[src/rtl/rotate_collision_checker_pkg.sv]
// +----------------------------------------------------------------------------+
// | rotate_collision_checker_pkg: shared tile, shape and checker FSM types      |
// | Revision: 1.0                                                               |
// +----------------------------------------------------------------------------+
`default_nettype none

package rotate_collision_checker_pkg;

  localparam int unsigned PX_W = 4;
  localparam int unsigned PY_W = 5;

  typedef enum logic [2:0] {
    eNon = 3'd0,
    eI   = 3'd1,
    eO   = 3'd2,
    eT   = 3'd3,
    eS   = 3'd4,
    eZ   = 3'd5,
    eJ   = 3'd6,
    eL   = 3'd7
  } tile_type_e;

  typedef struct packed {
    logic [PX_W-1:0] x_m;
    logic [PY_W-1:0] y_m;
  } point_t;

  typedef struct packed {
    logic [1:0] dy;
    logic [1:0] dx;
  } cell_offset_t;

  typedef cell_offset_t [3:0] shape_t;

  typedef enum logic [2:0] {
    eIDLE  = 3'd0,
    eROM   = 3'd1,
    eCHECK = 3'd2,
    eDRAIN = 3'd3,
    eDONE  = 3'd4
  } checker_state_e;

  function automatic cell_offset_t shape_cell(input shape_t shape, input logic [1:0] k);
    return shape[k];
  endfunction

endpackage

`default_nettype wire

[src/rtl/rotate_collision_checker_cell_addr.sv]
// +----------------------------------------------------------------------------+
// | tile_cell_addr: base position + cell offset -> map address and bounds flag  |
// | Revision: 1.0                                                               |
// +----------------------------------------------------------------------------+
`default_nettype none

module tile_cell_addr
  import rotate_collision_checker_pkg::*;
#(
  parameter int unsigned width_p  = 16,
  parameter int unsigned height_p = 32,
  localparam int unsigned XW = $clog2(width_p),
  localparam int unsigned YW = $clog2(height_p)
) (
  input  point_t       pos_i,
  input  cell_offset_t off_i,
  output logic [XW-1:0] ax_o,
  output logic [YW-1:0] ay_o,
  output logic         oob_o
);

  localparam logic [XW:0] X_LIM = (XW+1)'(width_p);
  localparam logic [YW:0] Y_LIM = (YW+1)'(height_p);

  // One extra bit so a sum past the map edge is seen as out of bounds, never wrapped.
  logic [XW:0] ax_w;
  logic [YW:0] ay_w;

  assign ax_w  = (XW+1)'(pos_i.x_m) + (XW+1)'(off_i.dx);
  assign ay_w  = (YW+1)'(pos_i.y_m) + (YW+1)'(off_i.dy);
  assign oob_o = (ax_w >= X_LIM) | (ay_w >= Y_LIM);
  assign ax_o  = ax_w[XW-1:0];
  assign ay_o  = ay_w[YW-1:0];

endmodule

`default_nettype wire

[config.mk]
export PLATFORM = sky130hd
export DESIGN_NAME = tile_cell_addr
export DESIGN_NICKNAME = d
export VERILOG_FILES = /design/src/rtl/rotate_collision_checker_pkg.sv /design/src/rtl/rotate_collision_checker_cell_addr.sv
export SDC_FILE = /design/constraint.sdc
export NUM_CORES = 1
export LEC_CHECK = 0
export ABC_AREA = 1
export BUFFER_PORTS_ARGS = -buffer_cell sky130_fd_sc_hd__buf_2
export CORE_AREA = 2 2 39 41
export DETAILED_ROUTE_END_ITERATION = 8
export DIE_AREA = 0 0 41 43
export PLACE_DENSITY_LB_ADDON = 0.05
export SLEW_MARGIN = 10
export SYNTH_ARGS = -nofsm -noshare
export SYNTH_HDL_FRONTEND = slang
export SYNTH_SLANG_ARGS = --single-unit
[constraint.sdc]
create_clock -name vclk -period 1.4
set_input_delay 0.14 -clock vclk [all_inputs]
set_output_delay 0.14 -clock vclk [all_outputs]
set_load 0.01 [all_outputs]
Word level (Yosys, flattened, before mapping)
Cells that the tools add are included.
{"block": "classes", "multipliers": 0, "order_cmp": 2, "n_shift": 0, "n_mux": 0, "n_addsub": 2, "reduce_logical": 0, "eq_ne": 0, "bitwise_logic": 1, "n_div": 0}
{"op": "$add A5 B2 Y6", "n": 1}
{"op": "$ge A6 B6 Y1 const B", "n": 1}
{"op": "$add A4 B2 Y5", "n": 1}
{"op": "$ge A5 B5 Y1 const B", "n": 1}
{"op": "$or A1 B1 Y1", "n": 1}
{"block": "totals", "mem_count": 0, "word_cells": 5, "romBits": 0, "latch_bits": 0, "inputBits": 13, "out_inout_bits": 10, "regBits": 0, "mem_bits_rw": 0}

Depth between registers and ports, before layout
{"block": "depth", "ltp_word": 3, "mapped_depth": 6, "depth_no_buf": 6}

Worst setup path before layout
No wires, ideal clock.
{"block": "synth_timing", "kind": "input to output", "startpoint": "input port pos_i[0] (netlist bit)", "endpoint": "output port ay_o[2]", "required_time_ns": 1.260, "path_buffers": 0, "arrival_time_ns": 1.024, "path_slack_ns": 0.236, "stages": 4, "path_cell_list": "ha_1 inv_1 fa_1 xnor2_1"}
{"block": "synth_via", "elab_chain_cells": 1}
{"element": "from (decl)", "line": "rotate_collision_checker_cell_addr.sv:15", "rtl": "input point_t pos_i,"}
{"element": "$add A5 B2 Y6", "line": "rotate_collision_checker_cell_addr.sv:30", "rtl": "assign ay_w = (YW+1)'(pos_i.y_m) + (YW+1)'(off_i.dy);"}
{"element": "to (decl)", "line": "rotate_collision_checker_cell_addr.sv:18", "rtl": "output logic [YW-1:0] ay_o,"}
Every way passes these cells.

Worst setup path in the final report
{"block": "layout_timing", "startpoint": "input port pos_i[5] (netlist bit)", "endpoint": "output port oob_o"}
{"block": "layout_via", "elab_chain_cells": 3}
{"element": "$add A4 B2 Y5", "line": "rotate_collision_checker_cell_addr.sv:29", "rtl": "assign ax_w = (XW+1)'(pos_i.x_m) + (XW+1)'(off_i.dx);"}
{"element": "$ge A5 B5 Y1", "line": "rotate_collision_checker_cell_addr.sv:31", "rtl": "assign oob_o = (ax_w >= X_LIM) | (ay_w >= Y_LIM);"}
{"element": "$or A1 B1 Y1", "line": "rotate_collision_checker_cell_addr.sv:31"}
{"element": "to (decl)", "line": "rotate_collision_checker_cell_addr.sv:19", "rtl": "output logic oob_o"}
Every way passes these cells.

==> tab_implementation.tex <==
\begin{tabular}{lr}
\hline
Metric & Value \\
\hline
\multicolumn{2}{l}{\textbf{STA}} \\
\quad Final Hold Fails & 0 \\
\quad Unrepaired setup endpoints after global routing & no \\
\quad Final setup violating endpoints & 0 \\
\quad Final max-slew violation count & 0 \\
\quad Final critical path time including I/O delays and setup & 1.299 ns \\
\quad Slew HR & 0.9177 \\
\quad Final hold slack & 0.5767 ns \\
\quad Least setup slack across all paths after layout & 0.1015 ns \\
\quad Final Cycle Share & 0.9275 \\
\quad Fmax achieved & 770.1 MHz \\
\quad Worst slew pin tran & 0.1226 ns \\
\quad Setup TNS after final layout & 0 ns \\
\multicolumn{2}{l}{\textbf{Worst setup path}} \\
\quad WS Path Type & in2out \\
\quad Critical Path Start & pos\_i[5] \\
\quad Cell repeated most along the worst path & buf\_2 \\
\quad Critical path required time & 1.26 ns \\
\quad Delay of the slowest cell on the worst path & 0.35 ns \\
\quad Largest fanout of any net on the critical path & 3 \\
\quad Slowest CP cell & fa\_2 \\
\quad Cells along the critical path & buf\_2, ha\_2, inv\_1, fa\_2, nand3b\_1, nand2\_1, buf\_2 \\
\quad Endpoint type of the worst setup path & output port \\
\quad Kind of launch point of the worst setup path & input pin \\
\quad Total buffers and inverters traversed by the critical path & 3 \\
\quad Cell type group with the largest total delay on the critical path & adder cells \\
\quad Data arrival at the endpoint of the critical path & 1.16 ns \\
\multicolumn{2}{l}{\textbf{Route}} \\
\quad Remaining routing DRC violations & 0 \\
\quad Total iterations of the first detailed-routing run & 2 \\
\quad Total wire length after detailed routing & 600 µm \\
\quad Via density & 3.881 \\
\quad DRT iter0 DRCs & 1 \\
\quad Number of routed nets with antenna violations & 0 \\
\quad Overall via count from detail\_route & 326 \\
\quad Routed length per placed instance & 7.143 µm \\
\multicolumn{2}{l}{\textbf{Layout}} \\
\quad Layout Nets & 89 \\
\quad Non-filler instance count after layout & 84 \\
\quad Antenna Diode Count & 0 \\
\quad Post-layout instance area & 407.9 µm² \\
\quad Share of layout cells above drive strength 1 & 0.4118 \\
\quad Commonest non-fill, non-tap cell in the layout & buf\_2 \\
\quad Seq Cell Count & 0 \\
\quad Sequential Area & 0 µm² \\
\quad Most used cells in the layout excluding fill and tap cells & 23 x buf\_2, 13 x inv\_1, 12 x nand2\_1 \\
\quad Area grow syn2layout & 58.25\% \\
\quad Clock buffer cells & 0 \\
\multicolumn{2}{l}{\textbf{Clocking}} \\
\quad Gates resized, CTS repair & 0 \\
\quad Post-CTS setup buffer count & 0 \\
\quad Total of hold buffers inserted after clock tree synthesis & 0 \\
\multicolumn{2}{l}{\textbf{Synthesis}} \\
\quad Mapped Cells & 44 \\
\quad Sequential cell area fraction in the yosys report & 0 \\
\quad Yosys warning total & 0 \\
\quad Yosys cell types & 10 \\
\quad Synth Cell Area & 257.7 µm² \\
\quad Synthesized netlist net count & 63 \\
\quad Synth Area per Inst & 5.858 µm² \\
\multicolumn{2}{l}{\textbf{Global routing}} \\
\quad Total GRT Usage & 0.06406 \\
\quad GRT Residual Overflow & 0 \\
\quad Number of antenna violations at the first check in global routing & 0 \\
\quad First-pass GRT wire length & 855 µm \\
\quad Vias in the first global route & 242 \\
\quad Pin count of the biggest net entering global routing & 6 \\
\multicolumn{2}{l}{\textbf{Pwr}} \\
\quad Static Leakage & 0.2558 nW \\
\quad Power density of the placed cells & 335.6 mW/mm² \\
\quad Max VDD drop & 0.0001158 V \\
\multicolumn{2}{l}{\textbf{Hold path}} \\
\quad Min-delay worst type & in2out \\
\quad Hold Crit Endpoint & ay\_o[0] \\
\quad Startpoint of the lowest-slack hold path & off\_i[2] \\
\quad Min-Delay Path Depth & 3 \\
\multicolumn{2}{l}{\textbf{Floorplanning}} \\
\quad Area of the die & 0.001763 mm² \\
\quad \# rows & 14 \\
\quad Core area & 0.001384 mm² \\
\quad Initial standard-cell utilization of the core & 0.1863 \\
\quad X dimension of the die & 41 µm \\
\quad Die Span Y & 43 µm \\
\quad I/O Pins & 23 \\
\multicolumn{2}{l}{\textbf{Placed design}} \\
\quad Dpl hpwl & 553.7 µm \\
\quad Cell Count Post-Placement & 84 \\
\quad Post-Place Setup Slack & 0.02238 ns \\
\quad Placed Instance Area & 400.4 µm² \\
\quad Number of port buffers & 23 \\
\quad Last weighted congestion value of the routability-driven placer & 0.7096 \\
\multicolumn{2}{l}{\textbf{Run status}} \\
\quad Outcome & complete, no violations \\
\multicolumn{2}{l}{\textbf{Flow run}} \\
\quad Number of max-cap violations & 0 \\
\hline
\end{tabular}
synthesized netlist by cell type (all sizes together):
master | number | area share
fa | 2 | 0.16
ha | 4 | 0.19
inv | 13 | 0.19
nand2 | 13 | 0.20
nand3 | 6 | 0.12
nand3b | 1 | 0.029
nor2 | 2 | 0.029
o21ai | 1 | 0.019
xnor2 | 2 | 0.068
through the flow:
| stage | power (W) | utilization |
|---|---|---|
| after floorplan | 0.00007581 | - |
| after global placement | 0.0001402 | 0.2893 |
| after detailed placement | 0.0001371 | 0.2893 |
| after CTS | 0.0001385 | 0.2893 |
| after global routing | 0.0001570 | 0.2948 |
| final | 0.0001369 | 0.2948 |
tightest hold or removal path, stage by stage:
cell and delay [ns]:
buf_2 0.08, ha_1 0.10, buf_2 0.12
power breakdown:
group          switching [W]  internal (W)  total, W  leakage, nW
registers                  0             0         0            0
clock network              0             0         0            0
logic              0.0000717     0.0000652  0.000137        0.256
cell families after synthesis:
kind of cell | synth area share
AO/OA/AOI/OAI | 0.01940
buffers and inverters | 0.1893
adder cells (fa/ha/maj) | 0.3495
XOR/XNOR | 0.06797
AND/OR/NAND/NOR | 0.3738
metal layers:
metal	global-route usage	routed length, µm	up-vias
met5	0	0	-
met4	0	0	0
met3	0.005236	66	0
met2	0.1188	261	12
met1	0.07962	272	132
li1	-	-	182
how the worst max path moves through the flow:
stage,depth (start not counted),to,slack (ns)
3_3_place_gp,7,oob_o,0.02
4_1_cts,7,oob_o,0.02
2_1_floorplan,4,ay_o[2],0.24
5_1_grt,7,oob_o,0.01
3_5_place_dp,7,oob_o,0.02
6_report,7,oob_o,0.10
area by class of cell:
type | instances | area, µm²
inverters | 13 | 48.80
well taps | 16 | 20.02
fillers | 176 | 975.9
repair buffers | 24 | 122.6
multi-input cells | 31 | 216.5
Power figures use the tool's default switching activity.
